--- src/rtl/game_pkg.sv ---
// Shared game definitions: keyboard codes, screen encoding and species id width.
package game_pkg;

   localparam logic [7:0] KEY_ENTER     = 8'h28;
   localparam logic [7:0] KEY_A         = 8'h04;
   localparam logic [7:0] KEY_D         = 8'h07;
   localparam logic [7:0] KEY_BACKSPACE = 8'h2A;
   localparam logic [7:0] KEY_W         = 8'h1A;
   localparam logic [7:0] KEY_S         = 8'h16;

   localparam int SPECIES_W = 3;

   typedef enum logic [1:0] {
      TITLE  = 2'd0,
      PICK   = 2'd1,
      BATTLE = 2'd2,
      RESULT = 2'd3
   } screen_t;

endpackage

--- src/rtl/key_press_detect.sv ---
// Edge detector for USB keycodes: strobes once when a new non-zero code appears.
module key_press_detect (
   input  logic       clk,
   input  logic       rst,
   input  logic [7:0] keycode,
   output logic       press,
   output logic [7:0] code
);

   logic [7:0] prev_q;
   logic [7:0] prev_d;

   always_comb begin
      prev_d = keycode;
   end

   always_ff @(posedge clk or posedge rst) begin
      if (rst) prev_q <= 8'd0;
      else     prev_q <= prev_d;
   end

   assign press = (keycode != 8'd0) && (keycode != prev_q);
   assign code  = keycode;

endmodule

--- src/rtl/battle_launcher.sv ---
// Game-flow controller: title, three-pick team selection, battle request, result screen.
// Optional win streak counter enabled by defining BATTLE_LAUNCHER_WIN_STREAK_EN.
module battle_launcher
   import game_pkg::*;
#(
   parameter int NUM_SPECIES = 6
) (
   input  logic                           Clk,
   input  logic                           Reset,
   input  logic [7:0]                     keycode,
   input  logic                           end_battle,
   input  logic                           result,
   output logic                           is_battle,
   output logic [2:0][SPECIES_W-1:0]      team,
   output logic [1:0]                     screen,
   output logic [SPECIES_W-1:0]           cursor,
   output logic [1:0]                     pick_cnt,
   output logic [NUM_SPECIES-1:0]         picked_mask,
   output logic                           last_result
`ifdef BATTLE_LAUNCHER_WIN_STREAK_EN
   ,
   output logic [7:0]                     win_count
`endif
);

   localparam logic [SPECIES_W-1:0] CUR_MAX = SPECIES_W'(NUM_SPECIES - 1);

   logic       press;
   logic [7:0] code;

   key_press_detect u_kpd (
      .clk     (Clk),
      .rst     (Reset),
      .keycode (keycode),
      .press   (press),
      .code    (code)
   );

   screen_t                      state_q, state_d;
   logic                         is_battle_q, is_battle_d;
   logic [2:0][SPECIES_W-1:0]    team_q, team_d;
   logic [SPECIES_W-1:0]         cursor_q, cursor_d;
   logic [1:0]                   pick_cnt_q, pick_cnt_d;
   logic [NUM_SPECIES-1:0]       mask_q, mask_d;
   logic                         last_result_q, last_result_d;
   logic [7:0]                   win_q, win_d;

   logic press_enter, press_a, press_d, press_bksp;

   assign press_enter = press && (code == KEY_ENTER);
   assign press_a     = press && (code == KEY_A);
   assign press_d     = press && (code == KEY_D);
   assign press_bksp  = press && (code == KEY_BACKSPACE);

   always_comb begin
      state_d       = state_q;
      team_d        = team_q;
      cursor_d      = cursor_q;
      pick_cnt_d    = pick_cnt_q;
      mask_d        = mask_q;
      last_result_d = last_result_q;
      win_d         = win_q;
      case (state_q)
         TITLE: begin
            if (press_enter) begin
               state_d    = PICK;
               cursor_d   = '0;
               pick_cnt_d = 2'd0;
               mask_d     = '0;
            end
         end
         PICK: begin
            if (press_a) begin
               if (cursor_q != '0) cursor_d = cursor_q - 1'b1;
            end else if (press_d) begin
               if (cursor_q != CUR_MAX) cursor_d = cursor_q + 1'b1;
            end else if (press_enter) begin
               if (!mask_q[cursor_q]) begin
                  team_d[pick_cnt_q] = cursor_q;
                  mask_d[cursor_q]   = 1'b1;
                  pick_cnt_d         = pick_cnt_q + 2'd1;
                  if (pick_cnt_q == 2'd2) state_d = BATTLE;
               end
            end else if (press_bksp) begin
               // Undo the last pick; the team slot keeps its stale id.
               if (pick_cnt_q != 2'd0) begin
                  mask_d[team_q[pick_cnt_q - 2'd1]] = 1'b0;
                  pick_cnt_d = pick_cnt_q - 2'd1;
               end else begin
                  state_d = TITLE;
               end
            end
         end
         BATTLE: begin
            if (end_battle) begin
               last_result_d = result;
               state_d       = RESULT;
               if (result) begin
                  if (win_q != 8'hFF) win_d = win_q + 8'd1;
               end else begin
                  win_d = 8'd0;
               end
            end
         end
         RESULT: begin
            if (press_enter) state_d = TITLE;
         end
         default: state_d = TITLE;
      endcase
      is_battle_d = (state_d == BATTLE);
   end

   always_ff @(posedge Clk or posedge Reset) begin
      if (Reset) begin
         state_q       <= TITLE;
         is_battle_q   <= 1'b0;
         team_q        <= '0;
         cursor_q      <= '0;
         pick_cnt_q    <= 2'd0;
         mask_q        <= '0;
         last_result_q <= 1'b0;
         win_q         <= 8'd0;
      end else begin
         state_q       <= state_d;
         is_battle_q   <= is_battle_d;
         team_q        <= team_d;
         cursor_q      <= cursor_d;
         pick_cnt_q    <= pick_cnt_d;
         mask_q        <= mask_d;
         last_result_q <= last_result_d;
         win_q         <= win_d;
      end
   end

   assign screen      = state_q;
   assign is_battle   = is_battle_q;
   assign team        = team_q;
   assign cursor      = cursor_q;
   assign pick_cnt    = pick_cnt_q;
   assign picked_mask = mask_q;
   assign last_result = last_result_q;
`ifdef BATTLE_LAUNCHER_WIN_STREAK_EN
   assign win_count   = win_q;
`else
   logic unused_win;
   assign unused_win = ^win_q;
`endif

endmodule

--- config.mk ---
export PLATFORM = sky130hd
export DESIGN_NAME = battle_launcher
export DESIGN_NICKNAME = d
export VERILOG_FILES = /design/src/rtl/game_pkg.sv /design/src/rtl/key_press_detect.sv /design/src/rtl/battle_launcher.sv
export SDC_FILE = /design/constraint.sdc
export NUM_CORES = 1
export LEC_CHECK = 0
export ABC_CLOCK_PERIOD_IN_PS = 5100
export BUFFER_PORTS_ARGS = -buffer_cell sky130_fd_sc_hd__buf_2
export CAP_MARGIN = 25
export CORE_MARGIN = 2
export CORE_UTILIZATION = 59
export DETAILED_ROUTE_END_ITERATION = 8
export GPL_TIMING_DRIVEN = 0
export MAX_ROUTING_LAYER = met4
export PLACE_DENSITY_LB_ADDON = 0.2
export SLEW_MARGIN = 25
export SYNTH_ARGS = -nofsm -noshare
export SYNTH_HDL_FRONTEND = slang
export SYNTH_SLANG_ARGS = --single-unit
--- constraint.sdc ---
create_clock -name Clk -period 5.1 [get_ports Clk]
set_input_delay 0.765 -clock Clk [delete_from_list [all_inputs] [get_ports Clk]]
set_output_delay 0.765 -clock Clk [all_outputs]
set_load 0.01 [all_outputs]
==> impl_results.html, run 1 <==
<table>
<tr><th>Metric</th><th>Value</th></tr>
<tr><th colspan="2">Status</th></tr>
<tr><td>Outcome</td><td>finished, final reports clean</td></tr>
<tr><th colspan="2">Critical path</th></tr>
<tr><td>Arrival time at the worst endpoint</td><td>3.02 ns</td></tr>
<tr><td>Cell chain of the critical path</td><td>buf_2 &gt; xor2_1 &gt; nor4_2 &gt; a21oi_2 &gt; fa_1 &gt; nor2_1 &gt; mux2i_1 &gt; or4b_1 &gt; o21ai_0</td></tr>
<tr><td>Startpoint type of the worst setup path</td><td>input port</td></tr>
<tr><td>Cell type of the slowest stage on the worst timing path</td><td>sky130_fd_sc_hd__or4b_1</td></tr>
<tr><td>Critical path required time</td><td>~5.3 ns</td></tr>
<tr><td>Critical path type</td><td>input port to flop</td></tr>
<tr><td>CP max stage delay</td><td>roughly 0.51 ns</td></tr>
<tr><td>Worst Setup End Kind</td><td>flop</td></tr>
<tr><td>Crit path max fanout</td><td>7</td></tr>
<tr><th colspan="2">Detailed routing</th></tr>
<tr><td>Final routed DRC violation total</td><td>0</td></tr>
<tr><td>DR iter-0 viols</td><td>84</td></tr>
<tr><td>Drt wl/cell</td><td>roughly 16 um</td></tr>
<tr><td>ANT nets after route</td><td>0</td></tr>
<tr><td>Via-to-Cell Ratio</td><td>5.85</td></tr>
<tr><td>Number of search-and-repair iterations in the first detailed-routing pass</td><td>4</td></tr>
<tr><td>Number of vias in the routed layout</td><td>1520</td></tr>
<tr><td>Post-detailed-routing wire length</td><td>about 4200 um</td></tr>
<tr><th colspan="2">STA</th></tr>
<tr><td>Final period demand of the worst path</td><td>between 2 and 3 ns</td></tr>
<tr><td>RSZ-0062 raised after global routing</td><td>no</td></tr>
<tr><td>Peak clock frequency supported by timing</td><td>0.360 GHz</td></tr>
<tr><td>Worst max-slew margin expressed relative to the limit</td><td>0.560</td></tr>
<tr><td>Number of failing hold endpoints at the final stage</td><td>0</td></tr>
<tr><td>Setup Skew</td><td>0.00958 ns</td></tr>
<tr><td>Number of failing setup endpoints in the final timing report</td><td>0</td></tr>
<tr><td>Final Max Tran Viols</td><td>0</td></tr>
<tr><td>Share of the clock period used by the worst path</td><td>0.545</td></tr>
<tr><td>Setup TNS after final layout</td><td>0 ns</td></tr>
<tr><td>Worst Max-Slew Pin Slew</td><td>0.658 ns</td></tr>
<tr><th colspan="2">Final layout</th></tr>
<tr><td>Diodes inserted</td><td>0</td></tr>
<tr><td>Nets</td><td>234</td></tr>
<tr><td>Post-Route Utilization</td><td>0.709</td></tr>
<tr><td>Area growth from synthesis to final layout</td><td>14.1%</td></tr>
<tr><td>Fraction of final layout cells with drive strength greater than 1</td><td>0.315</td></tr>
<tr><td>Number of filler cells placed in the layout</td><td>255</td></tr>
<tr><td>Storage element area</td><td>801 um2</td></tr>
<tr><td>Area of the multi-input gates</td><td>1030 um2</td></tr>
<tr><th colspan="2">Global route</th></tr>
<tr><td>Global-route total usage across every layer</td><td>0.261</td></tr>
<tr><td>Number of global-route vias before repair</td><td>1449</td></tr>
<tr><td>Wire length of the first global-routing pass</td><td>6800 um</td></tr>
<tr><td>Gr ovfl total</td><td>0</td></tr>
<tr><td>Number of antenna violations at the first check in global routing</td><td>0</td></tr>
<tr><td>Maximum number of pins on one net before global-route repair</td><td>33</td></tr>
<tr><th colspan="2">Synth</th></tr>
<tr><td>Share of synthesized area spent on multiplexers</td><td>0.135</td></tr>
<tr><td>Yosys cell types</td><td>50</td></tr>
<tr><td>Asr flop ratio synth</td><td>1.00</td></tr>
<tr><td>Share of Yosys cell area claimed by the top area cell type</td><td>0.422</td></tr>
<tr><td>Synthesized area divided by synthesized cell count</td><td>10.8 um2</td></tr>
<tr><td>Share of the synthesized area in compound gates (AO/OA/AOI/OAI)</td><td>0.110</td></tr>
<tr><td>Dominant synthesized flop cell</td><td>sky130_fd_sc_hd__dfrtp_1</td></tr>
<tr><td>Largest family of logic cells by synthesized area</td><td>simple AND/OR/NAND/NOR gates</td></tr>
<tr><td>Nets in the synthesized netlist</td><td>192</td></tr>
<tr><td>Register bit count reported by yosys</td><td>32</td></tr>
<tr><td>Post-Synth Simple-Gate Area</td><td>0.220</td></tr>
<tr><td>Number of warning messages in the yosys log</td><td>0</td></tr>
<tr><td>Top cells by count, synth</td><td>32 x sky130_fd_sc_hd__dfrtp_1, 13 x sky130_fd_sc_hd__nand2_1, 10 x sky130_fd_sc_hd__mux2_4</td></tr>
<tr><td>Count of mapped cells out of synthesis</td><td>176</td></tr>
<tr><td>Cell types with the largest area share after synthesis</td><td>sky130_fd_sc_hd__dfrtp_1 42%, sky130_fd_sc_hd__mux2_4 7.9%, sky130_fd_sc_hd__xor2_1 4.2%</td></tr>
<tr><td>Number of enable-type register cells in the synthesized netlist</td><td>0</td></tr>
<tr><td>Area of the mapped netlist</td><td>1900 um2</td></tr>
<tr><td>Share of the yosys chip area belonging to registers</td><td>0.422</td></tr>
<tr><td>Xor/xnor cell area share of the yosys netlist</td><td>0.0462</td></tr>
<tr><td>Most frequent cell after synthesis</td><td>sky130_fd_sc_hd__dfrtp_1</td></tr>
<tr><td>Adder and majority cell fraction of the synthesized area</td><td>0.0303</td></tr>
<tr><td>Cell type contributing the most total cell area after synthesis</td><td>sky130_fd_sc_hd__dfrtp_1</td></tr>
<tr><th colspan="2">Flow run</th></tr>
<tr><td>Count of maximum capacitance violations</td><td>0</td></tr>
<tr><th colspan="2">Min path</th></tr>
<tr><td>Path type of the worst min-delay path</td><td>input port to async pin</td></tr>
<tr><th colspan="2">Floorplan</th></tr>
<tr><td>Die area</td><td>3680 um2</td></tr>
<tr><td>Core footprint</td><td>just over 3000 um2</td></tr>
<tr><td>Die Ht</td><td>60.7 um</td></tr>
<tr><td>Die boundary width</td><td>about 61 um</td></tr>
<tr><td>Row count</td><td>20</td></tr>
<tr><td>Effective utilization at floorplan</td><td>0.621</td></tr>
<tr><td>Top-Level Pins</td><td>36</td></tr>
<tr><th colspan="2">Clock network</th></tr>
<tr><td>H-Tree Level Count</td><td>2</td></tr>
<tr><td>Root buffer cell</td><td>sky130_fd_sc_hd__clkbuf_4</td></tr>
<tr><td>Source-to-sink clock delay at the later pin of the worst-skew pair</td><td>0.33 ns</td></tr>
<tr><td>Clock input transition at the sequential cells of the worst setup and hold paths</td><td>0.09 ns</td></tr>
<tr><td>Resize count post-CTS</td><td>0</td></tr>
<tr><td>TritonCTS clock tree</td><td>yes</td></tr>
<tr><td>Number of CTS-inserted buffers</td><td>5</td></tr>
<tr><td>Clock sink count</td><td>32</td></tr>
<tr><td>Number of setup buffers added after CTS</td><td>0</td></tr>
<tr><td>Maximum clock insertion buffer count</td><td>2</td></tr>
<tr><td>Cts-stage hold buffer count</td><td>0</td></tr>
<tr><th colspan="2">Pwr</th></tr>
<tr><td>Sequential power share</td><td>0.523</td></tr>
<tr><td>Static leakage</td><td>around 0.0011 uW</td></tr>
<tr><td>Logic gate share of total power</td><td>0.241</td></tr>
<tr><td>Switching share of power</td><td>0.310</td></tr>
<tr><td>Design internal power</td><td>364 uW</td></tr>
<tr><td>Share of power burned in the clock network</td><td>0.236</td></tr>
<tr><td>Worst supply voltage drop on vdd</td><td>188 uV</td></tr>
<tr><td>Switching power summed over all nets</td><td>164 uW</td></tr>
<tr><td>Cell Pwr Density</td><td>244 nW/um2</td></tr>
<tr><th colspan="2">Placement</th></tr>
<tr><td>RD Place Congestion</td><td>0.880</td></tr>
<tr><td>Number of input and output port buffers inserted</td><td>35</td></tr>
<tr><td>Detail Placement HPWL</td><td>3140 um</td></tr>
</table>
## final cells by class
type / instances / share of cell area
repair buffers: 35 / 0.0809
plain buffers: 8 / 0.0249
clock buffers: 5 / 0.0173
well taps: 44 / 0.0254
flip-flops and latches: 32 / 0.370
inverters: 4 / 0.00694
multi-input cells: 132 / 0.475
## worst max-delay path, delay by kind of cell
family | cells | cell delay (ns)
simple gates | 3 | 1.11
fa+ha+maj | 1 | 0.43
compound gates | 2 | 0.29
mux | 1 | 0.10
xor+xnor | 1 | 0.17
buf+inv | 1 | 0.15
## power groups by stage
stage,Clock (uW),Sequential (uW),Combinational [uW]
after floorplan,0,284,84.7
after global placement,0,281,121
after detailed placement,0,281,127
after CTS,125,276,127
after global routing,134,278,140
final,124,276,127
## layout by cell type, fill, tap and decap left out, types with 3 or more instances in the layout
master,count
sky130_fd_sc_hd__buf_2,35
sky130_fd_sc_hd__dfrtp_1,32
sky130_fd_sc_hd__nand2_1,13
sky130_fd_sc_hd__mux2_4,10
sky130_fd_sc_hd__xor2_1,9
sky130_fd_sc_hd__nor2_1,9
sky130_fd_sc_hd__nor3_1,8
sky130_fd_sc_hd__nand3_1,6
sky130_fd_sc_hd__clkbuf_1,6
sky130_fd_sc_hd__o21ai_0,6
sky130_fd_sc_hd__nor2b_1,5
sky130_fd_sc_hd__mux2i_1,5
sky130_fd_sc_hd__a21oi_1,5
sky130_fd_sc_hd__clkbuf_4,5
sky130_fd_sc_hd__mux2_2,4
sky130_fd_sc_hd__nand2b_1,4
sky130_fd_sc_hd__nand3b_1,4
sky130_fd_sc_hd__inv_1,3
sky130_fd_sc_hd__a31oi_1,3
sky130_fd_sc_hd__nand2_4,3
sky130_fd_sc_hd__ha_1,3
## logic make-up (layout without fill, tap and decap cells)
| logic type | Yosys count | in the layout |
|---|---|---|
| XOR/XNOR | 10 | 10 |
| AO/OA/AOI/OAI | 30 | 30 |
| buffers and inverters | 12 | 52 |
| flip-flops | 32 | 32 |
| multiplexers | 20 | 20 |
| adder cells (fa/ha/maj) | 4 | 4 |
| AND/OR/NAND/NOR | 68 | 68 |
## through the flow
stage	area [um2]	cells	total power, uW	hold slack [ns]	worst slack (ns)
global placement	2130	255	402	0.485	2.10
detailed placement	2130	255	408	0.494	1.99
floorplan	1900	176	369	0.551	2.41
finish	2160	260	528	0.516	2.32
global route	2160	260	552	0.530	2.13
CTS	2160	260	528	0.514	2.34
## state kept, by name, indices dropped and copies added (netlist names)
signal and flops:
cursor 3, is_battle 1, last_result 1, pick_cnt 2, picked_mask 6, screen 2
team 9, u_kpd.prev_q 8
## path summary, 6_finish.rpt
path,from,cells after the start,endpoint,slack [ns]
min reg2reg,last_result,1,last_result,0.52
max,keycode[1],9,cursor[2],2.32
min,Reset,2,u_kpd.prev_q[5],0.52
min in group Clk,last_result,1,last_result,0.52
max reg2reg,cursor[1],8,team[7],2.49
max in group asynchronous,Reset,2,team[2],4.15
## metal layers
metal	GRT usage	wire [um]
met5	-	0
met3	0.0618	163
met1	0.324	1860
met4	0.0870	74
met2	0.419	2100
No activity file was read; power rests on OpenSTA's default activity.
==> run 2, diff against run 1 <==
--- a/config.mk
+++ b/config.mk
@@ -5,11 +5,11 @@
 export SDC_FILE = /design/constraint.sdc
 export NUM_CORES = 1
 export LEC_CHECK = 0
-export ABC_CLOCK_PERIOD_IN_PS = 5100
+export ABC_CLOCK_PERIOD_IN_PS = 2500
 export BUFFER_PORTS_ARGS = -buffer_cell sky130_fd_sc_hd__buf_2
 export CAP_MARGIN = 25
 export CORE_MARGIN = 2
-export CORE_UTILIZATION = 59
+export CORE_UTILIZATION = 50
 export DETAILED_ROUTE_END_ITERATION = 8
 export GPL_TIMING_DRIVEN = 0
 export MAX_ROUTING_LAYER = met4
==> constraint.sdc (replaced) <==
create_clock -name Clk -period 2.5 [get_ports Clk]
set_input_delay 0.375 -clock Clk [delete_from_list [all_inputs] [get_ports Clk]]
set_output_delay 0.375 -clock Clk [all_outputs]
set_load 0.01 [all_outputs]
==> run 2 against run 1 <==
  * Sequential share of layout area fell by 1.7 points
  * Hold slack got worse by 0.33 ns
  * Clock skew fell by 0.0075 ns
  * Via count barely moved
  * Combinational power rose by 110%
  * Total power rose by 140%
  * Clock-buffer cell count rose by 2
  * Critical path depth fell by 1
  * Routed wire length rose by 2.2%
  * Worst setup slack got worse by 2.3 ns
  * Critical path type is now flop to flop
  * Largest cell class unchanged
  * Largest power group unchanged
  * Highest routed layer unchanged
==> impl_results.html, run 2 (synthesized netlist as in run 1, its figures left out) <==
<table>
<tr><th>Metric</th><th>Value</th></tr>
<tr><th colspan="2">Pwr</th></tr>
<tr><td>Design internal power</td><td>900 uW (+150%)</td></tr>
<tr><td>Switching power summed over all nets</td><td>366 uW (+120%)</td></tr>
<tr><td>Static leakage</td><td>0.00112 uW (+3.7%)</td></tr>
<tr><td>Worst supply voltage drop on vdd</td><td>341 uV (+81%)</td></tr>
<tr><td>Cell Pwr Density</td><td>559 nW/um2 (+130%)</td></tr>
<tr><td>Share of power burned in the clock network</td><td>0.340 (+0.104)</td></tr>
<tr><td>Overall Power</td><td>1270 uW (+140%)</td></tr>
<tr><td>Logic gate share of total power</td><td>0.213 (-0.028)</td></tr>
<tr><td>Sequential power share</td><td>0.448 (-0.075)</td></tr>
<tr><td>Switching share of power</td><td>0.289 (-0.0210)</td></tr>
<tr><th colspan="2">Min path</th></tr>
<tr><td>Path type of the worst min-delay path</td><td>input port to async pin</td></tr>
<tr><th colspan="2">Status</th></tr>
<tr><td>Outcome</td><td>finished, final reports clean</td></tr>
<tr><th colspan="2">Placement</th></tr>
<tr><td>Detail Placement HPWL</td><td>3150 um (+0.37%)</td></tr>
<tr><td>RD Place Congestion</td><td>0.857 (-2.7%)</td></tr>
<tr><td>Standard cell area after detailed placement</td><td>2130 um2 (+0.24%)</td></tr>
<tr><td>Number of input and output port buffers inserted</td><td>35 (unchanged)</td></tr>
<tr><th colspan="2">Critical path</th></tr>
<tr><td>Critical path type</td><td>flop to flop</td></tr>
<tr><td>Crit path max fanout</td><td>5 (-2)</td></tr>
<tr><td>Launch point of the worst path</td><td>u_kpd.prev_q[3]</td></tr>
<tr><td>Worst flop-to-flop path startpoint</td><td>u_kpd.prev_q[3]</td></tr>
<tr><td>Arrival time at the worst endpoint</td><td>2.65 ns (-0.37 ns)</td></tr>
<tr><td>Startpoint type of the worst setup path</td><td>flop</td></tr>
<tr><td>Critical path required time</td><td>2.71 ns (-2.63 ns)</td></tr>
<tr><td>Worst Setup End Kind</td><td>flop</td></tr>
<tr><th colspan="2">Floorplan</th></tr>
<tr><td>Effective utilization at floorplan</td><td>0.518 (-0.103)</td></tr>
<tr><td>Die Ht</td><td>65.6 um (+8.1%)</td></tr>
<tr><td>Row count</td><td>22 (+10%)</td></tr>
<tr><td>Top-Level Pins</td><td>36 (unchanged)</td></tr>
<tr><td>Core footprint</td><td>3660 um2 (+20%)</td></tr>
<tr><td>Die boundary width</td><td>65.6 um (+8.1%)</td></tr>
<tr><td>Die area</td><td>4300 um2 (+17%)</td></tr>
<tr><th colspan="2">Clock network</th></tr>
<tr><td>Root buffer cell</td><td>sky130_fd_sc_hd__clkbuf_8</td></tr>
<tr><td>Clock input transition at the sequential cells of the worst setup and hold paths</td><td>0.06 ns (-0.03 ns)</td></tr>
<tr><td>TritonCTS clock tree</td><td>yes</td></tr>
<tr><td>Source-to-sink clock delay at the later pin of the worst-skew pair</td><td>0.28 ns (-0.05 ns)</td></tr>
<tr><td>Clock sink count</td><td>32 (unchanged)</td></tr>
<tr><td>H-Tree Level Count</td><td>2 (unchanged)</td></tr>
<tr><td>Maximum clock insertion buffer count</td><td>2 (unchanged)</td></tr>
<tr><td>Number of CTS-inserted buffers</td><td>5 (unchanged)</td></tr>
<tr><th colspan="2">Final layout</th></tr>
<tr><td>Post-Route Utilization</td><td>0.619 (-0.0901)</td></tr>
<tr><td>Cell area after layout</td><td>2270 um2 (+4.7%)</td></tr>
<tr><td>Leading cell type in the layout, fill and taps excluded</td><td>sky130_fd_sc_hd__buf_2</td></tr>
<tr><td>Diodes inserted</td><td>0 (unchanged)</td></tr>
<tr><td>Number of flip-flops in the largest register</td><td>9 (unchanged)</td></tr>
<tr><td>Leading cell types in the layout, fill and taps excluded</td><td>35 x sky130_fd_sc_hd__buf_2, 32 x sky130_fd_sc_hd__dfrtp_1, 13 x sky130_fd_sc_hd__nand2_1</td></tr>
<tr><td>Number of filler cells placed in the layout</td><td>309 (+21%)</td></tr>
<tr><td>Fraction of final layout cells with drive strength greater than 1</td><td>0.341 (+0.0262)</td></tr>
<tr><td>Area growth from synthesis to final layout</td><td>19.5%</td></tr>
<tr><td>Nets</td><td>233 (-0.43%)</td></tr>
<tr><th colspan="2">Global route</th></tr>
<tr><td>Wire length of the first global-routing pass</td><td>7420 um (+9.1%)</td></tr>
<tr><td>Gr ovfl total</td><td>0 (unchanged)</td></tr>
<tr><td>Number of global-route vias before repair</td><td>1541 (+6.3%)</td></tr>
<tr><td>Number of antenna violations at the first check in global routing</td><td>0 (unchanged)</td></tr>
<tr><td>Maximum number of pins on one net before global-route repair</td><td>33 (unchanged)</td></tr>
<tr><td>Global-route total usage across every layer</td><td>0.235 (-0.0256)</td></tr>
<tr><th colspan="2">STA</th></tr>
<tr><td>Share of the clock period used by the worst path</td><td>0.979</td></tr>
<tr><td>Final Max Tran Viols</td><td>0 (unchanged)</td></tr>
<tr><td>Final period demand of the worst path</td><td>2.45 ns</td></tr>
<tr><td>RSZ-0062 raised after global routing</td><td>yes</td></tr>
<tr><td>Peak clock frequency supported by timing</td><td>0.408 GHz</td></tr>
<tr><td>Worst Max-Slew Pin Slew</td><td>0.668 ns (+0.00918 ns)</td></tr>
<tr><td>Setup TNS after final layout</td><td>0 ns (unchanged)</td></tr>
<tr><td>Setup Skew</td><td>0.00204 ns (-0.00754 ns)</td></tr>
<tr><td>Number of failing setup endpoints in the final timing report</td><td>0 (unchanged)</td></tr>
<tr><td>Worst slack on hold paths</td><td>0.183 ns (-0.333 ns)</td></tr>
<tr><td>Worst max-slew margin expressed relative to the limit</td><td>0.554 (-0.00613)</td></tr>
<tr><td>Number of failing hold endpoints at the final stage</td><td>0 (unchanged)</td></tr>
<tr><th colspan="2">Detailed routing</th></tr>
<tr><td>ANT nets after route</td><td>0 (unchanged)</td></tr>
<tr><td>Met3 Routed Length</td><td>244 um (+50%)</td></tr>
<tr><td>Met2 routed wirelength</td><td>2020 um (-4.1%)</td></tr>
<tr><td>Number of search-and-repair iterations in the first detailed-routing pass</td><td>4 (unchanged)</td></tr>
<tr><td>Post-detailed-routing wire length</td><td>4300 um (+2.2%)</td></tr>
<tr><td>DR iter-0 viols</td><td>96 (+14%)</td></tr>
<tr><td>Max Used Layer</td><td>met4</td></tr>
<tr><td>Number of vias in the routed layout</td><td>1519 (-0.066%)</td></tr>
<tr><td>Drt wl/cell</td><td>16.2 um (+0.26%)</td></tr>
<tr><td>M1 wire length</td><td>1960 um (+4.9%)</td></tr>
<tr><td>Via-to-Cell Ratio</td><td>5.73 (-2.0%)</td></tr>
<tr><td>Final routed DRC violation total</td><td>0 (unchanged)</td></tr>
<tr><th colspan="2">Flow run</th></tr>
<tr><td>Count of maximum capacitance violations</td><td>0 (unchanged)</td></tr>
</table>
run 2: cell types whose count changed in the layout (fill, tap and decap cells not counted), sizes merged:
cell  delta
buf      +1
run 2: power groups by stage:
stage | combinational (uW) | sequential [uW] | clock, uW
finish | 269 | 567 | 430
detailed placement | 258 | 575 | 0
CTS | 265 | 566 | 440
global placement | 248 | 573 | 0
global route | 294 | 570 | 467
floorplan | 173 | 580 | 0
run 2: layout make-up:
class	instances	area, um2	share of cell area
inverters	4	15.0	0.00663
plain buffers	6	47.5	0.0210
multi-input cells	132	1060	0.469
flip-flops and latches	32	801	0.353
clock buffers	7	96.3	0.0425
repair buffers	36	183	0.0806
well taps	48	60.1	0.0265
run 2: what timing repair did:
action / CTS / global route
setup buffers: 1 / 0
endpoints found under the hold margin: 0 / 0
hold buffers: 0 / 0
resized for setup: 2 / 4
pin swaps: 1 / 1
endpoints found under the setup margin: 13 / 5
run 2: through the flow:
step	worst slack, ns	std cells
finish	0.0513	265
global route	-0.0437	265
CTS	0.00574	266
detailed placement	-0.170	259
global placement	-0.0856	259
floorplan	0.195	176
run 2: worst paths after layout:
check | end | slack [ns] | cells past startpoint
worst max-delay path | cursor[2] | 0.05 | 8
worst max register to register | cursor[2] | 0.05 | 8
min in group Clk | u_kpd.prev_q[4] | 0.24 | 1
worst min-delay path | is_battle | 0.18 | 2
max in group asynchronous | picked_mask[2] | 1.88 | 2
worst min register to register | last_result | 0.52 | 1
run 2: worst max-delay path, stage by stage (launching register included):
cell and delay (ns):
sky130_fd_sc_hd__dfrtp_1 0.38, sky130_fd_sc_hd__xor2_1 0.17, sky130_fd_sc_hd__nor4_4 0.44, sky130_fd_sc_hd__a21oi_4 0.14, sky130_fd_sc_hd__fa_1 0.41, sky130_fd_sc_hd__nor2_1 0.13
sky130_fd_sc_hd__mux2i_1 0.11, sky130_fd_sc_hd__or4b_1 0.50, sky130_fd_sc_hd__o21ai_0 0.08
run 2: layer usage:
layer / track usage / up-vias
met4: 0.0833 / 0
met5: - / -
met2: 0.367 / 45
met3: 0.0753 / 7
met1: 0.289 / 748
li1: - / 719
==> run 3, diff against run 2 <==
--- a/config.mk
+++ b/config.mk
@@ -14,6 +14,7 @@
 export GPL_TIMING_DRIVEN = 0
 export MAX_ROUTING_LAYER = met4
 export PLACE_DENSITY_LB_ADDON = 0.2
+export SETUP_SLACK_MARGIN = 0.2
 export SLEW_MARGIN = 25
 export SYNTH_ARGS = -nofsm -noshare
 export SYNTH_HDL_FRONTEND = slang
==> run 3 against run 2 <==
  * Clock power down 4.9%
  * Worst setup slack better by 0.13 ns
  * Sequential cell count unchanged
  * Design area up 4.8%
  * Routed wire length up 1.8%
  * Die area unchanged
  * Total power up 0.11%
  * Utilization up 3.0 points
  * Clock-buffer cell count up 1
  * Largest cell class unchanged
  * Highest routed layer unchanged
==> impl_results.html, run 3 (synthesized netlist as in run 1, its figures left out) <==
<table>
<tr><th>Metric</th><th>Value</th></tr>
<tr><th colspan="2">Detailed routing</th></tr>
<tr><td>Final routed DRC violation total</td><td>0 (unchanged)</td></tr>
<tr><td>DR iter-0 viols</td><td>61 (-36%)</td></tr>
<tr><td>Number of vias in the routed layout</td><td>1556 (+2.4%)</td></tr>
<tr><td>Via-to-Cell Ratio</td><td>5.56 (-3.1%)</td></tr>
<tr><td>Drt wl/cell</td><td>15.6 um (-3.6%)</td></tr>
<tr><td>Post-detailed-routing wire length</td><td>4370 um (+1.8%)</td></tr>
<tr><td>ANT nets after route</td><td>0 (unchanged)</td></tr>
<tr><td>Number of search-and-repair iterations in the first detailed-routing pass</td><td>4 (unchanged)</td></tr>
<tr><th colspan="2">Floorplan</th></tr>
<tr><td>Core footprint</td><td>3660 um2 (unchanged)</td></tr>
<tr><td>Top-Level Pins</td><td>36 (unchanged)</td></tr>
<tr><td>Die area</td><td>4300 um2 (unchanged)</td></tr>
<tr><td>Row count</td><td>22 (unchanged)</td></tr>
<tr><td>Die Ht</td><td>65.6 um (unchanged)</td></tr>
<tr><td>Die boundary width</td><td>65.6 um (unchanged)</td></tr>
<tr><td>Effective utilization at floorplan</td><td>0.518 (unchanged)</td></tr>
<tr><th colspan="2">Critical path</th></tr>
<tr><td>Worst Setup End Kind</td><td>flop</td></tr>
<tr><td>Crit path max fanout</td><td>7 (+2)</td></tr>
<tr><td>CP delay by family, top</td><td>multiplexers</td></tr>
<tr><td>CP max stage delay</td><td>0.40 ns (-0.10 ns)</td></tr>
<tr><td>Crit path buffers/inverters</td><td>3 (+3)</td></tr>
<tr><td>Cell type of the slowest stage on the worst timing path</td><td>sky130_fd_sc_hd__dfrtp_1</td></tr>
<tr><td>Startpoint type of the worst setup path</td><td>flop</td></tr>
<tr><td>Cell repeated most along the worst path</td><td>sky130_fd_sc_hd__mux2_4</td></tr>
<tr><td>Critical path type</td><td>flop to flop</td></tr>
<tr><td>Cell chain of the critical path</td><td>buf_6 &gt; mux2_4 &gt; a222oi_1 &gt; buf_4 &gt; and2_4 &gt; and4_4 &gt; buf_12 &gt; nand2_4 &gt; mux2_4</td></tr>
<tr><td>Critical path required time</td><td>2.66 ns (-0.05 ns)</td></tr>
<tr><td>Arrival time at the worst endpoint</td><td>2.48 ns (-0.17 ns)</td></tr>
<tr><th colspan="2">Min path</th></tr>
<tr><td>Path type of the worst min-delay path</td><td>input port to async pin</td></tr>
<tr><th colspan="2">Global route</th></tr>
<tr><td>Global-route total usage across every layer</td><td>0.223 (-0.0123)</td></tr>
<tr><td>Gr ovfl total</td><td>0 (unchanged)</td></tr>
<tr><td>Wire length of the first global-routing pass</td><td>7070 um (-4.7%)</td></tr>
<tr><td>Met2 Track Usage GR</td><td>0.347 (-0.0204)</td></tr>
<tr><td>Busiest layer in global routing</td><td>met2</td></tr>
<tr><td>Maximum number of pins on one net before global-route repair</td><td>33 (unchanged)</td></tr>
<tr><td>Global Route met3 Usage</td><td>0.0514 (-0.0240)</td></tr>
<tr><td>Number of antenna violations at the first check in global routing</td><td>0 (unchanged)</td></tr>
<tr><td>Routing usage on met1</td><td>0.296 (+0.00729)</td></tr>
<tr><td>Number of global-route vias before repair</td><td>1475 (-4.3%)</td></tr>
<tr><th colspan="2">Final layout</th></tr>
<tr><td>Leading cell type in the layout, fill and taps excluded</td><td>sky130_fd_sc_hd__buf_2</td></tr>
<tr><td>Diodes inserted</td><td>0 (unchanged)</td></tr>
<tr><td>Fraction of final layout cells with drive strength greater than 1</td><td>0.388 (+0.0469)</td></tr>
<tr><td>Leading cell types in the layout, fill and taps excluded</td><td>36 x sky130_fd_sc_hd__buf_2, 32 x sky130_fd_sc_hd__dfrtp_1, 14 x sky130_fd_sc_hd__buf_4</td></tr>
<tr><td>Nets</td><td>247 (+6.0%)</td></tr>
<tr><td>Area growth from synthesis to final layout</td><td>25.2%</td></tr>
<tr><td>Number of flip-flops in the largest register</td><td>9 (unchanged)</td></tr>
<tr><td>Cell area after layout</td><td>2370 um2 (+4.8%)</td></tr>
<tr><th colspan="2">Pwr</th></tr>
<tr><td>Worst supply voltage drop on vdd</td><td>390 uV (+14%)</td></tr>
<tr><td>Static leakage</td><td>0.00118 uW (+6.0%)</td></tr>
<tr><td>Overall Power</td><td>1270 uW (+0.11%)</td></tr>
<tr><td>Cell Pwr Density</td><td>534 nW/um2 (-4.5%)</td></tr>
<tr><th colspan="2">Clock network</th></tr>
<tr><td>Root buffer cell</td><td>sky130_fd_sc_hd__clkbuf_8</td></tr>
<tr><td>Source-to-sink clock delay at the later pin of the worst-skew pair</td><td>0.28 ns (about the same)</td></tr>
<tr><td>Clock input transition at the sequential cells of the worst setup and hold paths</td><td>0.07 ns (about the same)</td></tr>
<tr><td>Maximum clock insertion buffer count</td><td>2 (unchanged)</td></tr>
<tr><td>Number of CTS-inserted buffers</td><td>5 (unchanged)</td></tr>
<tr><td>TritonCTS clock tree</td><td>yes</td></tr>
<tr><td>H-Tree Level Count</td><td>2 (unchanged)</td></tr>
<tr><td>Clock sink count</td><td>32 (unchanged)</td></tr>
<tr><th colspan="2">Placement</th></tr>
<tr><td>Standard cell area after detailed placement</td><td>2130 um2 (unchanged)</td></tr>
<tr><td>Number of input and output port buffers inserted</td><td>35 (unchanged)</td></tr>
<tr><td>Detail Placement HPWL</td><td>3100 um (-1.5%)</td></tr>
<tr><td>RD Place Congestion</td><td>0.811 (-5.3%)</td></tr>
<tr><th colspan="2">Flow run</th></tr>
<tr><td>Count of maximum capacitance violations</td><td>0 (unchanged)</td></tr>
<tr><th colspan="2">STA</th></tr>
<tr><td>Peak clock frequency supported by timing</td><td>0.430 GHz (+5.4%)</td></tr>
<tr><td>Final period demand of the worst path</td><td>2.32 ns (-0.126 ns)</td></tr>
<tr><td>Final Max Tran Viols</td><td>0 (unchanged)</td></tr>
<tr><td>RSZ-0062 raised after global routing</td><td>yes</td></tr>
<tr><td>Setup Skew</td><td>0.00700 ns (+0.00496 ns)</td></tr>
<tr><td>Setup TNS after final layout</td><td>0 ns (unchanged)</td></tr>
<tr><td>Number of failing hold endpoints at the final stage</td><td>0 (unchanged)</td></tr>
<tr><td>Worst Max-Slew Pin Slew</td><td>0.671 ns (+0.00396 ns)</td></tr>
<tr><td>Worst max-slew margin expressed relative to the limit</td><td>0.552 (-0.00265)</td></tr>
<tr><td>Number of failing setup endpoints in the final timing report</td><td>0 (unchanged)</td></tr>
<tr><td>Share of the clock period used by the worst path</td><td>0.929 (-0.0503)</td></tr>
<tr><th colspan="2">Status</th></tr>
<tr><td>Outcome</td><td>finished, final reports clean</td></tr>
</table>
==> run 3: cell count changes in the layout (fill, tap and decap cells not counted), moves of 2 or more <==
cell | previous run | this run
sky130_fd_sc_hd__o21ai_1 | 0 | 2
sky130_fd_sc_hd__buf_4 | 1 | 14
sky130_fd_sc_hd__o21ai_0 | 6 | 4
sky130_fd_sc_hd__clkbuf_1 | 3 | 5
==> run 3: metrics by stage <==
| stage | util | setup slack [ns] | instances | hold slack (ns) |
|---|---|---|---|---|
| 6_report | 0.649 | 0.177 | 280 | 0.188 |
| 5_1_grt | 0.649 | 0.102 | 280 | 0.236 |
| 4_1_cts | 0.627 | 0.192 | 273 | 0.211 |
| 3_5_place_dp | 0.582 | -0.170 | 259 | 0.512 |
| 3_3_place_gp | 0.582 | -0.147 | 259 | 0.489 |
| 2_1_floorplan | - | 0.203 | 176 | 0.406 |
==> run 3: where the power goes <==
part	switching, uW	internal, uW
combinational	165	130
sequential	19.6	543
clock	185	224
==> run 3: path summary, 6_finish.rpt <==
kind | from | endpoint | slack, ns | depth (start not counted)
max | cursor[0] | team[1] | 0.18 | 9
max reg2reg | cursor[0] | team[1] | 0.18 | 9
max in group asynchronous | Reset | team[3] | 1.87 | 2
min reg2reg | team[8] | team[8] | 0.53 | 1
min | Reset | is_battle | 0.19 | 2
min in group Clk | keycode[3] | u_kpd.prev_q[3] | 0.25 | 1
==> run 3: cell type report <==
| type | instances | area [um2] |
|---|---|---|
| tap | 48 | 60.1 |
| buffer | 8 | 60.1 |
| multi-input combinational | 132 | 1080 |
| inverter | 4 | 15.0 |
| sequential | 32 | 801 |
| fill | 297 | 1290 |
| clock buffer | 8 | 90.1 |
| timing repair buffer | 48 | 273 |
==> run 3: layer usage <==
metal / vias up / routed length (um)
li1: 748 / -
met1: 766 / 1970
met2: 40 / 2160
met3: 2 / 231
met4: 0 / 13
met5: - / 0
==> run 3: repair_timing <==
action                                  CTS  global route
resized for setup                         8            10
setup buffers                             6             7
pin swaps                                 5             6
hold buffers                              0             0
endpoints found under the setup margin   20            18
